<file path="src/rtl/hs_arbiter_pkg.sv">
// Shared definitions for the handshake arbiter family: state encoding and default sizes.
// Latency: n/a (types and constants only).
// Backpressure: n/a.
package hs_pkg;

  localparam int DEF_N_REQ  = 4;
  localparam int DEF_DATA_W = 8;

  // Encoding is fixed so that software-visible debug taps stay stable across revisions.
  typedef enum logic [1:0] {
    IDLE   = 2'd0,
    REQ    = 2'd1,
    ACK_UP = 2'd2,
    DONE   = 2'd3
  } state_t;

endpackage

</file>
<file path="src/rtl/hs_arbiter_if.sv">
// Bundles the upstream sender handshakes and the downstream receiver handshake.
// Latency: n/a (wires only).
// Backpressure: 4-phase req/ack in both directions; the arbiter is the only downstream master.
interface hs_arbiter_if #(
  parameter int N_REQ  = hs_pkg::DEF_N_REQ,
  parameter int DATA_W = hs_pkg::DEF_DATA_W,
  parameter int GID_W  = $clog2(N_REQ)
) ();

  logic [N_REQ-1:0]        req_in;
  logic [N_REQ*DATA_W-1:0] data_in;
  logic [N_REQ-1:0]        ack_out;
  logic                    req_out;
  logic [DATA_W-1:0]       data_out;
  logic                    ack_in;
  logic [GID_W-1:0]        grant_id;
  logic                    busy;
  logic [15:0]             xfer_count;

  // Arbiter side.
  modport master (
    input  req_in, data_in, ack_in,
    output ack_out, req_out, data_out, grant_id, busy, xfer_count
  );

  // Environment side: senders plus the downstream receiver.
  modport slave (
    output req_in, data_in, ack_in,
    input  ack_out, req_out, data_out, grant_id, busy, xfer_count
  );

endinterface

</file>
<file path="src/rtl/hs_arbiter_rr_pick.sv">
// Round-robin picker: first set request at or after ptr, wrapping modulo N_REQ.
// Latency: combinational.
// Backpressure: none; the caller decides when the result is consumed.
module rr_pick #(
  parameter int N_REQ = hs_pkg::DEF_N_REQ,
  parameter int GID_W = $clog2(N_REQ)
) (
  input  logic [N_REQ-1:0] req,
  input  logic [GID_W-1:0] ptr,
  output logic             valid,
  output logic [GID_W-1:0] winner
);

  localparam logic [GID_W:0] N_WIDE = (GID_W+1)'(N_REQ);

  logic [2*N_REQ-1:0] req_dbl;
  logic [N_REQ-1:0]   req_rot;
  logic [GID_W-1:0]   offset;
  logic [GID_W:0]     sum;

  // Rotating right by ptr puts the highest-priority requester at bit 0.
  assign req_dbl = {req, req};
  assign req_rot = req_dbl[ptr +: N_REQ];
  assign valid   = |req;

  // Priority-encode the rotated vector: lowest set bit wins.
  always_comb begin
    offset = '0;
    for (int i = N_REQ - 1; i >= 0; i--) begin
      if (req_rot[i]) offset = GID_W'(i);
    end
  end

  // Un-rotate: add ptr back and fold into 0..N_REQ-1 (N_REQ need not be a power of two).
  always_comb begin
    sum = {1'b0, ptr} + {1'b0, offset};
    if (sum >= N_WIDE) sum = sum - N_WIDE;
    winner = sum[GID_W-1:0];
  end

endmodule

</file>
<file path="src/rtl/hs_arbiter.sv">
// Shares one 4-phase receiver among N_REQ senders with round-robin grant and a transfer counter.
// Latency: req_in -> req_out 1 clk; ack_in -> ack_out 1 clk; DONE adds one dead cycle per transfer.
// Backpressure: losers hold req_in until granted; the downstream receiver paces via ack_in.
module hs_arbiter
  import hs_pkg::*;
#(
  parameter int N_REQ  = DEF_N_REQ,
  parameter int DATA_W = DEF_DATA_W,
  parameter int GID_W  = $clog2(N_REQ)
) (
  input  logic         clk,
  input  logic         reset,
  hs_arbiter_if.master bus
);

  state_t            state_q,      state_d;
  logic [GID_W-1:0]  ptr_q,        ptr_d;
  logic              req_out_q,    req_out_d;
  logic [N_REQ-1:0]  ack_out_q,    ack_out_d;
  logic [DATA_W-1:0] data_out_q,   data_out_d;
  logic [GID_W-1:0]  grant_id_q,   grant_id_d;
  logic              busy_q,       busy_d;
  logic [15:0]       xfer_count_q, xfer_count_d;

  logic              pick_vld;
  logic [GID_W-1:0]  pick_idx;

  rr_pick #(
    .N_REQ (N_REQ),
    .GID_W (GID_W)
  ) u_rr_pick (
    .req    (bus.req_in),
    .ptr    (ptr_q),
    .valid  (pick_vld),
    .winner (pick_idx)
  );

  // Register stage: every output comes straight from a flop; reset abandons any transfer.
  always_ff @(posedge clk) begin
    if (reset) begin
      state_q      <= IDLE;
      ptr_q        <= '0;
      req_out_q    <= 1'b0;
      ack_out_q    <= '0;
      data_out_q   <= '0;
      grant_id_q   <= '0;
      busy_q       <= 1'b0;
      xfer_count_q <= '0;
    end else begin
      state_q      <= state_d;
      ptr_q        <= ptr_d;
      req_out_q    <= req_out_d;
      ack_out_q    <= ack_out_d;
      data_out_q   <= data_out_d;
      grant_id_q   <= grant_id_d;
      busy_q       <= busy_d;
      xfer_count_q <= xfer_count_d;
    end
  end

  // Next-state and next-output logic for the grant / downstream / release / retire sequence.
  always_comb begin
    state_d      = state_q;
    ptr_d        = ptr_q;
    req_out_d    = req_out_q;
    ack_out_d    = ack_out_q;
    data_out_d   = data_out_q;
    grant_id_d   = grant_id_q;
    busy_d       = busy_q;
    xfer_count_d = xfer_count_q;

    unique case (state_q)
      IDLE: begin
        // A lingering downstream ack means the receiver has not finished its own
        // return-to-zero; starting a new request now would alias with it.
        if (pick_vld && !bus.ack_in) begin
          data_out_d = bus.data_in[pick_idx*DATA_W +: DATA_W];
          grant_id_d = pick_idx;
          req_out_d  = 1'b1;
          busy_d     = 1'b1;
          state_d    = REQ;
        end
      end
      REQ: begin
        // A sender dropping req early is ignored: the receiver already owns the data.
        if (bus.ack_in) begin
          req_out_d             = 1'b0;
          ack_out_d             = '0;
          ack_out_d[grant_id_q] = 1'b1;
          state_d               = ACK_UP;
        end
      end
      ACK_UP: begin
        // Both sides must have returned to zero on the same edge, in whatever order.
        if (!bus.ack_in && !bus.req_in[grant_id_q]) begin
          ack_out_d = '0;
          state_d   = DONE;
        end
      end
      DONE: begin
        ptr_d        = (grant_id_q == GID_W'(N_REQ - 1)) ? '0 : grant_id_q + 1'b1;
        xfer_count_d = xfer_count_q + 16'd1;
        busy_d       = 1'b0;
        state_d      = IDLE;
      end
      default: state_d = IDLE;
    endcase
  end

  assign bus.req_out    = req_out_q;
  assign bus.ack_out    = ack_out_q;
  assign bus.data_out   = data_out_q;
  assign bus.grant_id   = grant_id_q;
  assign bus.busy       = busy_q;
  assign bus.xfer_count = xfer_count_q;

endmodule

</file>
<file path="src/flat_wrapper.sv">
// flat-port wrapper written by rule: the top's interface ports become plain ports
module hs_arbiter_flat import hs_pkg::*;
#(
  parameter int N_REQ  = DEF_N_REQ,
  parameter int DATA_W = DEF_DATA_W,
  parameter int GID_W  = $clog2(N_REQ)
)
  (clk, reset, bus_req_in, bus_data_in, bus_ack_in, bus_ack_out, bus_req_out, bus_data_out, bus_grant_id, bus_busy, bus_xfer_count);
  hs_arbiter_if #(.N_REQ(N_REQ), .DATA_W(DATA_W), .GID_W(GID_W)) bus_i ();
  input  logic clk;
  input  logic reset;
  input wire logic [$bits(bus_i.req_in)-1:0] bus_req_in;
  input wire logic [$bits(bus_i.data_in)-1:0] bus_data_in;
  input wire logic [$bits(bus_i.ack_in)-1:0] bus_ack_in;
  output wire logic [$bits(bus_i.ack_out)-1:0] bus_ack_out;
  output wire logic [$bits(bus_i.req_out)-1:0] bus_req_out;
  output wire logic [$bits(bus_i.data_out)-1:0] bus_data_out;
  output wire logic [$bits(bus_i.grant_id)-1:0] bus_grant_id;
  output wire logic [$bits(bus_i.busy)-1:0] bus_busy;
  output wire logic [$bits(bus_i.xfer_count)-1:0] bus_xfer_count;
  assign bus_i.req_in = bus_req_in;
  assign bus_i.data_in = bus_data_in;
  assign bus_i.ack_in = bus_ack_in;
  assign bus_ack_out = bus_i.ack_out;
  assign bus_req_out = bus_i.req_out;
  assign bus_data_out = bus_i.data_out;
  assign bus_grant_id = bus_i.grant_id;
  assign bus_busy = bus_i.busy;
  assign bus_xfer_count = bus_i.xfer_count;
  hs_arbiter #(.N_REQ(N_REQ), .DATA_W(DATA_W), .GID_W(GID_W)) u_core (.clk(clk), .reset(reset), .bus(bus_i));
endmodule
</file>
<file path="config.mk">
export PLATFORM = sky130hd
export DESIGN_NAME = hs_arbiter_flat
export DESIGN_NICKNAME = d
export VERILOG_FILES = /design/src/rtl/hs_arbiter_pkg.sv /design/src/rtl/hs_arbiter_if.sv /design/src/rtl/hs_arbiter_rr_pick.sv /design/src/rtl/hs_arbiter.sv /design/src/flat_wrapper.sv
export SDC_FILE = /design/constraint.sdc
export NUM_CORES = 1
export LEC_CHECK = 0
export ABC_AREA = 1
export CAP_MARGIN = 5
export CORE_ASPECT_RATIO = 1.75
export CORE_MARGIN = 2
export CORE_UTILIZATION = 47
export DETAILED_ROUTE_END_ITERATION = 10
export PLACE_DENSITY = 0.84
export SLEW_MARGIN = 20
export SYNTH_ARGS = -nofsm -noshare
export SYNTH_HDL_FRONTEND = slang
export SYNTH_SLANG_ARGS = --single-unit
</file>
<file path="constraint.sdc">
create_clock -name clk -period 3.2 [get_ports clk]
set_clock_uncertainty 0.15 [all_clocks]
set_input_delay 0.32 -clock clk [delete_from_list [all_inputs] [get_ports clk]]
set_output_delay 0.32 -clock clk [all_outputs]
set_load 0.05 [all_outputs]
</file>
# Word level (Yosys, flattened, before mapping)
# Index checks and enable logic that the tools add are counted.
dict set report classes {
  magnitude_cmp 3
  n_mul 0
  eq_ne 7
  shifts 2
  reduce_logical 15
  muxes 21
  n_div 0
  bitwise_logic 0
  addsub 4
}
# operator count
set ops {}
lappend ops {{32-bit by 6-bit indexed part select with 8-bit output} 1}
lappend ops {{2-bit two-way mux} 9}
lappend ops {{16-bit by 1-bit adder with 16-bit output (second input constant)} 1}
lappend ops {{3-bit AND reduction} 3}
lappend ops {{4-bit two-way mux} 2}
lappend ops {{2-bit case mux with 4 select lines} 1}
lappend ops {{4-bit case mux with 2 select lines} 1}
lappend ops {{8-bit by 3-bit indexed part select with 4-bit output} 1}
lappend ops {{2-bit == test (second input constant)} 3}
lappend ops {{2-bit nonzero test} 3}
lappend ops {{1-bit two-way mux} 4}
lappend ops {{2-bit by 1-bit != test with 1-bit output (second input constant)} 2}
lappend ops {{1-bit case mux with 2 select lines} 2}
lappend ops {{2-bit AND reduction} 2}
lappend ops {{4-bit OR reduction} 1}
lappend ops {{2-bit by 2-bit adder with 3-bit output} 1}
lappend ops {{3-bit >= comparator (second input constant)} 1}
lappend ops {{1-bit logical AND} 3}
lappend ops {{2-bit by 3-bit < comparator with 1-bit output (second input constant)} 1}
lappend ops {{2-bit by 1-bit adder with 2-bit output (second input constant)} 1}
lappend ops {{1-bit binary-select mux with 2-bit select} 1}
lappend ops {{1-bit demux with 2-bit select} 1}
lappend ops {{2-bit by 1-bit == test with 1-bit output (second input constant)} 1}
lappend ops {{2-bit by 1-bit >= comparator with 1-bit output (second input constant)} 1}
lappend ops {{other kinds (4)} 5}
dict set report word_totals {
  ram_bits 0
  mem_bits_ro 0
  latch_bits 0
  regBits 36
  n_memories 0
}

# Longest topological paths before layout
# Gate-level depths: netlist of the first run.
dict set report depth {
  word_depth 9
  mapped_depth 15
}

# Hierarchy
# From an unflattened synthesis of the first run, not the netlist that was laid out.
dict set report unflattened {
  cells_unflattened 329
  area_unflattened_um2 2152.1
}
# mod area_each_um2 cells_each n_inst seq_area_each_um2
set modules_own_cells {}
lappend modules_own_cells {hs_arbiter 1984.4 294 1 720.7}
lappend modules_own_cells {rr_pick 167.7 35 1 0.0}

# Worst setup path before layout of the first run
# Ideal clock, no wire load.
dict set report synth_timing {
  path_kind {reg-to-reg}
  start {register u_core.ptr_q[0]}
  end {register u_core.data_out_q[6] (netlist: u_core.bus.data_out[6])}
  path_stages_with_launch 15
  arrival_time_ns 2.085
  t_required_ns 2.932
  path_buffers 2
  synth_period_minus_slack_ns 2.352
  setup_slack_ns 0.848
  path_cell_list {dfxtp_1 > inv_2 > nand2_1 > nand3_1 > nand2_2 > nand3_1 > a21boi_0 > ha_1 > buf_2 > buf_2 > mux2_2 > nand3_2 > nand2_1 > nor2_1 > nor2_1}
}
dict set report synth_via {
  elab_chain_cells 9
  word_cells_on_any_way 10
  classes_between {2 x add/sub; 1 x order compare; 2 x shift; 5 x mux}
}
# item line_no
set synth_lines {}
lappend synth_lines {{start, declared} hs_arbiter.sv:17} ;# logic [GID_W-1:0] ptr_q, ptr_d;
lappend synth_lines {{start signal, assigned} hs_arbiter.sv:51} ;# ptr_q <= ptr_d;
lappend synth_lines {{8-bit by 3-bit indexed part select with 4-bit output} hs_arbiter_rr_pick.sv:23} ;# assign req_rot = req_dbl[ptr +: N_REQ];
lappend synth_lines {{2-bit two-way mux (4 in a row)} hs_arbiter_rr_pick.sv:30} ;# if (req_rot[i]) offset = GID_W'(i);
lappend synth_lines {{2-bit by 2-bit adder with 3-bit output (*)} hs_arbiter_rr_pick.sv:36} ;# sum = {1'b0, ptr} + {1'b0, offset};
lappend synth_lines {{3-bit >= comparator / 2-bit by 1-bit subtractor with 2-bit output (equally long branches)} hs_arbiter_rr_pick.sv:37} ;# if (sum >= N_WIDE) sum = sum - N_WIDE;
lappend synth_lines {{2-bit two-way mux (*)} hs_arbiter_rr_pick.sv:37}
lappend synth_lines {{via u_core.pick_idx[0]} hs_arbiter.sv:26} ;# logic [GID_W-1:0] pick_idx;
lappend synth_lines {{32-bit by 6-bit indexed part select with 8-bit output (*)} hs_arbiter.sv:77} ;# data_out_d = bus.data_in[pick_idx*DATA_W +: DATA_W];
lappend synth_lines {{end signal, assigned} hs_arbiter.sv:54} ;# data_out_q <= data_out_d;
lappend synth_lines {{end, declared} hs_arbiter.sv:20} ;# logic [DATA_W-1:0] data_out_q, data_out_d;
# Mark *: on every way through the listed nets, which the timed path passes. The rest lies on a longest branch.
# A chain may end at the register's enable or synchronous reset.

# Final worst setup path of the first run
dict set report layout_timing {
  start {register u_core.ptr_q[0]}
  end {register u_core.data_out_q[1] (netlist: u_core.bus.data_out[1])}
}
# Same word-level chain as after synthesis.

==> impl_metrics.tcl, run 1 <==
set metrics [dict create \
    status "completed" \
    io_buffers 70 \
    syn-num-nets 367 \
    antenna-diode-count 0 \
    critPathMaxFanout 17 \
    cp.arrival_ns 2.46 \
    start_util_pct 48.3 \
    synthXorXnorAreaFrac_pct 0.785 \
    synth_compound_area_share_pct 14.7 \
    final.fill_count 418 \
    final_common_cell "clkdlybuf4s50_1" \
    criticalPathCategory "reg2reg" \
    final_cell_mix "clkdlybuf4s50_1, nand2_1, dfxtp_1" \
    top_layer "met4" \
    synth_top_family_by_area "simple AND/OR/NAND/NOR gates" \
    postCtsHoldBufs 0 \
    dieArea_um2 5340 \
    h-tree-depth 2 \
    yosysWarnings 0 \
    min_path_type "reg2reg" \
    cts_tree "built" \
    syn-cell-area_um2 2230 \
    multi_input_area_um2 1300 \
    grt_usage_pct 19.6 \
    wl_um 5150 \
    rsz0062_at_grt "false" \
    yosysTopAreaCellShare_pct 32.3 \
    synth_top_area_cell "dfxtp_1" \
    post_cts_buffers 0 \
    fin_area_um2 3050 \
    leakagePower_nw 1.24 \
    drv_cap 0 \
    synthSimpleGateAreaFrac_pct 29.4 \
    synthAdderAreaFrac_pct 5.61 \
    met1_length_um 1970 \
    cpPeakStageDelay_ns 0.48 \
    hold_violations 0 \
    numCtsBuffers 5 \
    cp_slowest_cell "dfxtp_1" \
    cts_resized 0 \
    path_buf_inv 2 \
    route.met3.wl_um 250 \
    first_pass_iters 4 \
    period_share_pct 76.1 \
    drt_iter0_drc 58 \
    overflow 0 \
    critical_path.top_delay_family "simple AND/OR/NAND/NOR gates" \
    timing.hold.ws_ns 0.319 \
    nNetsFinal 435 \
    setup_violations 0 \
    final_util_pct 66.0 \
    slew-limit-headroom_pct 49.6 \
    critPathMostFrequentCell "nand3_1" \
    clk_latency_ns 0.29 \
    cp-end-kind "flip-flop" \
    die_h_um 95.2 \
    p_per_area_nw_per_um2 656 \
    syn_area_per_cell_um2 7.02 \
    die_width_um 56.1 \
    seqCellArea_um2 721 \
    root_buffer "clkbuf_8" \
    cts_num_sinks 36 \
    drive_gt1_share_pct 10.1 \
    regToRegSetupSlack_ns 0.76 \
    clock_path_buffers 2 \
    synth.distinct_cells 32 \
    ys_seq_elements 36 \
    dpl_cell_area_um2 2940 \
    hold_start "u_core.bus.ack_out[3]" \
    max-vdd-ir-drop_uv 541 \
    dr_wl_met2_um 2840 \
    grt_pass1_vias 2096 \
    fin_tns_setup_ns 0 \
    rr_startpoint "u_core.ptr_q[0]" \
    crit_start "u_core.ptr_q[0]" \
    timing.final.max_slew_violations 0 \
    avgViaCountPerCell 5.11 \
    netlist_top_cells_area "dfxtp_1, nand2_1, nand3_1" \
    avgRoutedWirePerCell_um 11.7 \
    postRouteAntennaNets 0 \
    tightest_slew_ns 0.755 \
    antenna_found_initial 0 \
    gp_congestion 0.851 \
    clkSlewWorstSetupHoldPaths_ns 0.07 \
    netlist_instances 318 \
    post-route-min-period_ns 2.44 \
    seq_area_frac_synth_pct 32.3 \
    crit_chain "inv_2 -> nand2_1 -> nand3_1 -> nand2_2 -> nand3_1 -> a21boi_0 -> ha_1 -> buf_4 -> mux2_2 -> nand3_1 -> nand2_1 -> nor2_1 -> nor2_1" \
    fp-row-count 33 \
    grt_start_max_net_pins 27 \
    io_pins 71 \
    synthToLayoutAreaGrowth_pct 36.7 \
    dp_hpwl_um 4020 \
    grt_pass1_wl_um 8470 \
    critPathRequiredTime_ns 3.23 \
    worst_setup_path_start_kind "flip-flop" \
    drc 0 \
    clock.fmax_mhz 411 \
    vias 2245 \
    muxShareOfSynthArea_pct 7.62 \
    coreArea_um2 4620 \
]
==> registers in the layout, summed over array words and instances, names as in the netlist <==
register	flops
u_core.bus.busy	1
u_core.bus.ack_out	4
u_core.bus.data_out	8
u_core.bus.req_out	1
u_core.ptr_q	2
u_core.state_q	2
u_core.bus.grant_id	2
u_core.bus.xfer_count	16
==> synth_stat cells <==
cell,number
buf_2,2
nor3_1,5
mux2_2,8
inv_1,34
o31ai_1,1
clkbuf_1,5
nand3_2,1
ha_1,10
nand3_1,31
buf_4,1
nor2_1,34
dfxtp_1,36
nand2_2,3
nand2_1,63
o211ai_1,1
mux2i_1,8
o21ai_0,21
nand4_1,5
a21boi_0,1
inv_2,5
a21oi_2,8
buf_8,1
nor2_2,1
o21ai_1,1
nand2_4,2
o211a_1,1
clkinv_2,1
a21oi_1,23
buf_6,1
xnor2_1,2
nand3_4,1
or2_2,1
==> report_power, final <==
part	switching, mW	internal (mW)	leakage (nW)
Combinational	0.630	0.383	0.893
Clock	0.166	0.231	0.0552
Sequential	0.0610	0.528	0.293
==> routing by layer <==
| layer | vias to the layer above | GRT usage (%) |
|---|---|---|
| met5 | - | 0 |
| li1 | 1176 | - |
| met1 | 1002 | 19.0 |
| met2 | 59 | 38.8 |
| met4 | 0 | 7.94 |
| met3 | 8 | 4.75 |
==> cells by family after synthesis <==
group	after synthesis
buffers and inverters	50
and+or+nand+nor	147
AOI/OAI and AO/OA	57
DFF	36
xor gates and xnor gates	2
muxes	16
adders and majority gates	10
==> path summary, 6_finish.rpt <==
check             cells past startpoint                      to
hold reg to reg                       2   u_core.bus.ack_out[3]
setup / recovery                     13  u_core.bus.data_out[1]
setup reg to reg                     13  u_core.bus.data_out[1]
hold / removal                        2   u_core.bus.ack_out[3]
==> final cells by class <==
type / count / share of cell area [%]
clock buffer: 6 / 2.38
multi-input combinational: 232 / 42.5
timing repair buffer: 71 / 23.2
inverter: 40 / 4.96
clock inverter: 2 / 1.15
sequential: 36 / 23.6
tap: 52 / 2.13
==> worst register-to-register path, cell delays in order, from the launching register on <==
cell and delay (ns):
dfxtp_1 0.48, inv_2 0.09, nand2_1 0.09, nand3_1 0.08, nand2_2 0.12, nand3_1 0.07, a21boi_0 0.19, ha_1 0.16
buf_4 0.25, mux2_2 0.37, nand3_1 0.08, nand2_1 0.05, nor2_1 0.10, nor2_1 0.05
==> stage by stage <==
stage	power, mW	std cells	setup WS, ns
floorplan	1.36	318	0.848
global placement	1.59	431	0.552
detailed placement	1.62	431	0.466
CTS	2.02	439	0.752
global route	2.14	439	0.486
finish	2.00	439	0.764
(Power assumes the default switching activity.)
==> inputs of run 2 (changes only) <==
clock period = 2.4 ns   (was 3.2 ns; I/O delays follow)
==> impl_metrics.tcl, run 2 (synthesized netlist as in run 1, its figures left out) <==
set metrics [dict create \
    io_buffers 70 \
    root_buffer "clkbuf_8" \
    gp_congestion 0.858 \
    antenna-diode-count 0 \
    io_pins 71 \
    whs_endpoint "u_core.bus.ack_out[3]" \
    fin_tns_setup_ns 0 \
    setup_violations 0 \
    r2r_end "u_core.bus.grant_id[1]" \
    die_h_um 95.2 \
    p_comb_share_pct 52.6 \
    p_per_area_nw_per_um2 881 \
    swShare_pct 42.4 \
    status "completed" \
    largest_reg_flops 16 \
    postRouteAntennaNets 0 \
    drive_gt1_share_pct 12.8 \
    nNetsFinal 446 \
    cp_slowest_cell "dfxtp_1" \
    avgRoutedWirePerCell_um 12.4 \
    tightest_slew_ns 0.526 \
    regToRegSetupSlack_ns 0.12 \
    min_path_type "reg2reg" \
    timing.final.max_slew_violations 0 \
    die_width_um 56.1 \
    drt_iter0_drc 56 \
    cpPeakStageDelay_ns 0.48 \
    worst_setup_path_start_kind "flip-flop" \
    path_buf_inv 3 \
    clkPwrFrac_pct 19.1 \
    postCtsHoldBufs 0 \
    rsz0062_at_grt "true" \
    cts_tree "built" \
    dieArea_um2 5340 \
    first_pass_iters 4 \
    max-vdd-ir-drop_uv 596 \
    cts_num_sinks 36 \
    crit_chain "inv_2 -> nand3_1 -> nand2_1 -> a21boi_1 -> ha_1 -> xnor2_1 -> inv_1 -> nand2_4 -> nand3_1 -> o211ai_1 -> inv_1" \
    avgViaCountPerCell 5.18 \
    slew-limit-headroom_pct 64.8 \
    power.total_mw 2.79 \
    placedCellCount 440 \
    cp.arrival_ns 2.31 \
    final_cell_mix "clkdlybuf4s50_1, nand2_1, dfxtp_1" \
    finalNonFillerCells 450 \
    hold_start "u_core.bus.ack_out[3]" \
    vias 2332 \
    wl_um 5580 \
    clkSlewWorstSetupHoldPaths_ns 0.07 \
    rr_startpoint "u_core.ptr_q[1]" \
    hold_violations 0 \
    coreArea_um2 4620 \
    start_util_pct 48.3 \
    grt_start_max_net_pins 20 \
    p_seq_share_pct 28.3 \
    grt_pass1_vias 2225 \
    critical_path.top_delay_family "flip-flops" \
    clock_path_buffers 2 \
    dp_hpwl_um 4180 \
    h-tree-depth 2 \
    final_common_cell "clkdlybuf4s50_1" \
    grt_pass1_wl_um 9010 \
    antenna_found_initial 0 \
    critPathMaxFanout 9 \
    drc 0 \
    p_sw_mw 1.18 \
    post-route-min-period_ns 2.28 \
    overflow 0 \
    p_int_mw 1.60 \
    drv_cap 0 \
    clk_latency_ns 0.29 \
    grt_usage_pct 21.0 \
    r2r.worst_path.cells 11 \
    leakagePower_nw 1.31 \
    criticalPathCategory "reg2reg" \
    synthToLayoutAreaGrowth_pct 41.7 \
    hold_depth 2 \
    fp-row-count 33 \
    clock.fmax_mhz 439 \
    cp-end-kind "flip-flop" \
    period_share_pct 94.8 \
    place_ws_ns -0.171 \
    critPathRequiredTime_ns 2.43 \
    numCtsBuffers 5 \
    setup_slack_ns 0.124 \
    final_util_pct 68.4 \
]
## run 2: final cells by class
class / count / area (um^2)
fillers: 388 / 1460
multi-input cells: 233 / 1310
repair buffers: 81 / 808
flip-flops and latches: 36 / 722
inverters: 40 / 151
clock buffers: 6 / 72.6
well taps: 52 / 65.1
clock inverters: 2 / 35.0
## run 2: power groups by stage
stage | Sequential [mW] | Clock [mW] | Combinational, mW
4_1_cts | 0.789 | 0.541 | 1.43
6_report | 0.788 | 0.533 | 1.46
3_3_place_gp | 0.796 | 0 | 1.40
3_5_place_dp | 0.800 | 0 | 1.42
2_1_floorplan | 1.08 | 0 | 0.733
5_1_grt | 0.807 | 0.562 | 1.59
## run 2: what timing repair did
action | CTS | global route
hold endpoints to repair | 0 | 0
endpoints found under the setup margin | 0 | 9
buffers inserted | 0 | 1
gates resized for setup | 0 | 3
## run 2: worst register-to-register path: stages, from the launching register on
cell and delay [ns]:
dfxtp_1 0.48, inv_2 0.11, nand3_1 0.12, nand2_1 0.08, a21boi_1 0.14, ha_1 0.21
xnor2_1 0.30, inv_1 0.19, nand2_4 0.16, nand3_1 0.09, o211ai_1 0.09, inv_1 0.06
## run 2: per-layer routing
layer / vias to the layer above / routed length [um] / share of wire, % / global-route usage (%)
li1: 1202 / - / - / -
met1: 1049 / 2010 / 36 / 19.8
met2: 67 / 3150 / 56 / 41.2
met3: 14 / 276 / 4.9 / 4.48
met4: 0 / 150 / 2.7 / 11.5
met5: - / 0 / 0 / 0
## run 2: how the worst max path moves through the flow
| stage | depth (start not counted) | start | to | slack [ns] |
|---|---|---|---|---|
| after floorplan | 14 | u_core.ptr_q[0] | u_core.bus.data_out[6] | 0.05 |
| after global placement | 13 | bus_req_in[1] | u_core.bus.data_out[4] | -0.07 |
| after detailed placement | 13 | bus_req_in[0] | u_core.bus.data_out[7] | -0.17 |
| after CTS | 12 | u_core.ptr_q[0] | u_core.bus.data_out[1] | 0.03 |
| after global routing | 11 | u_core.ptr_q[1] | u_core.bus.grant_id[1] | -0.03 |
| final | 11 | u_core.ptr_q[1] | u_core.bus.grant_id[1] | 0.12 |
## run 2: stage by stage
| stage | instance area [um^2] | hold WS, ns |
|---|---|---|
| finish | 3160 | 0.322 |
| CTS | 3130 | 0.323 |
| detailed placement | 3020 | 0.312 |
| floorplan | 2230 | 0.313 |
| global placement | 3020 | 0.307 |
| global route | 3160 | 0.339 |
==> inputs of run 3 (changes only) <==
REMOVE_ABC_BUFFERS = 1   (was default)
==> impl_metrics.tcl, run 3 (synthesized netlist as in run 1, its figures left out) <==
set metrics [dict create \
    final_cell_mix "clkdlybuf4s50_1, nand2_1, nor2_1, dfxtp_1, inv_1" \
    cp.arrival_ns 2.29 \
    grt_usage_pct 22.6 \
    min_path_type "reg2reg" \
    numCtsBuffers 5 \
    die_width_um 56.1 \
    io_pins 71 \
    clock_path_buffers 2 \
    p_sw_mw 1.19 \
    status "completed" \
    drv_cap 0 \
    dieArea_um2 5340 \
    power.total_mw 2.73 \
    final_common_cell "clkdlybuf4s50_1" \
    fp-row-count 33 \
    drt_iter0_drc 69 \
    critPathMostFrequentCell "nand3_1" \
    busiest_layer "met2" \
    cpPeakStageDelay_ns 0.41 \
    critPathRequiredTime_ns 2.44 \
    rsz0062_at_grt "false" \
    grt_pass1_wl_um 9530 \
    placedCellCount 441 \
    worst_setup_path_start_kind "flip-flop" \
    swShare_pct 43.7 \
    final.fill_count 412 \
    max-vdd-ir-drop_uv 605 \
    multi_input_area_um2 1320 \
    drc 0 \
    postRouteAntennaNets 0 \
    cp-end-kind "flip-flop" \
    cts_tree "built" \
    gp_congestion 0.886 \
    hold_violations 0 \
    die_h_um 95.2 \
    crit_chain "inv_2 -> nand2_1 -> nand3_1 -> nand2_2 -> nand3_1 -> a21boi_1 -> ha_1 -> buf_12 -> mux2_2 -> nand3_1 -> nand2_1 -> nor2_1 -> nor2_1" \
    leakagePower_nw 1.30 \
    p_seq_share_pct 29.0 \
    clkSlewWorstSetupHoldPaths_ns 0.07 \
    critical_path.top_delay_family "simple AND/OR/NAND/NOR gates" \
    avgViaCountPerCell 5.28 \
    antenna_found_initial 0 \
    setup_violations 0 \
    clk_latency_ns 0.29 \
    rr_startpoint "u_core.ptr_q[0]" \
    period_share_pct 94.0 \
    root_buffer "clkbuf_8" \
    p_per_area_nw_per_um2 862 \
    clkPwrFrac_pct 16.8 \
    crit_start "u_core.ptr_q[0]" \
    synthToLayoutAreaGrowth_pct 41.8 \
    globalRouteMet1Util_pct 19.2 \
    vias 2383 \
    cp_slowest_cell "dfxtp_2" \
    avgRoutedWirePerCell_um 12.9 \
    path_buf_inv 2 \
    criticalPathCategory "reg2reg" \
    grt_use_met2_pct 46.4 \
    first_pass_iters 4 \
    postCtsHoldBufs 0 \
    critPathMaxFanout 16 \
    clock.fmax_mhz 443 \
    nNetsFinal 447 \
    fin_area_um2 3170 \
    start_util_pct 48.3 \
    post-route-min-period_ns 2.26 \
    coreArea_um2 4620 \
    seqCellArea_um2 723 \
    antenna-diode-count 0 \
    wl_um 5840 \
    largest_reg_flops 16 \
    overflow 0 \
    drive_gt1_share_pct 13.8 \
    grt_start_max_net_pins 21 \
    slew-limit-headroom_pct 64.8 \
    h-tree-depth 2 \
    grt_pass1_vias 2354 \
    use_met3_pct 5.70 \
    timing.final.max_slew_violations 0 \
    dpl_cell_area_um2 3030 \
    cts_num_sinks 36 \
    io_buffers 70 \
    tightest_slew_ns 0.527 \
    p_comb_share_pct 54.3 \
    p_int_mw 1.54 \
    hold_start "u_core.bus.ack_out[2]" \
    dp_hpwl_um 4430 \
    finalNonFillerCells 451 \
]
[run 3: area by class of cell]
cell class / count / area share [%]
inverters: 40 / 4.78
well taps: 52 / 2.06
repair buffers: 82 / 25.8
flip-flops and latches: 36 / 22.8
clock buffers: 7 / 2.73
multi-input cells: 233 / 41.6
clock inverters: 1 / 0.237
[run 3: worst reg2reg max path, delay by kind of cell, from the launching register on]
kind	cells	cell delay, ns
buffers and inverters	2	0.24
flip-flops	1	0.41
multiplexers	1	0.28
adder cells (fa/ha/maj)	1	0.29
AND/OR/NAND/NOR	8	0.63
AO/OA/AOI/OAI	1	0.17
[run 3: power by group through the flow]
stage | clock [mW] | combinational, mW | sequential [mW]
final | 0.458 | 1.48 | 0.790
after detailed placement | 0 | 1.44 | 0.799
after CTS | 0.464 | 1.47 | 0.787
after global placement | 0 | 1.41 | 0.797
after global routing | 0.485 | 1.61 | 0.805
after floorplan | 0 | 0.694 | 1.08
[run 3: layer usage]
layer,vias to the layer above,wire [um],share of wire (%)
li1,1202,-,-
met3,15,355,6.1
met1,1078,1980,34
met5,-,0,0
met4,0,172,2.9
met2,88,3330,57
[run 3: what timing repair did]
| item | CTS | global route |
|---|---|---|
| endpoints found under the setup margin | 1 | 9 |
| gates resized for setup | 0 | 6 |
| setup buffers | 1 | 0 |
| gates cloned | 0 | 1 |
| pin swaps | 1 | 1 |
[run 3: metrics by stage]
stage,util [%],setup slack (ns),hold slack (ns),TNS (ns)
finish,68.5,0.145,0.332,0
global route,68.5,0.00799,0.355,0
CTS,68.0,0.0124,0.334,0
detailed placement,65.5,-0.207,0.323,-1.67
global placement,65.5,-0.109,0.315,-0.709
floorplan,-,0.0327,0.159,0
[run 3: worst paths after layout]
kind / to / slack (ns) / cells past startpoint
worst max register to register: u_core.bus.data_out[7] / 0.14 / 13
worst max-delay path: u_core.bus.data_out[7] / 0.14 / 13
worst min register to register: u_core.bus.ack_out[2] / 0.33 / 2
worst min-delay path: u_core.bus.ack_out[2] / 0.33 / 2
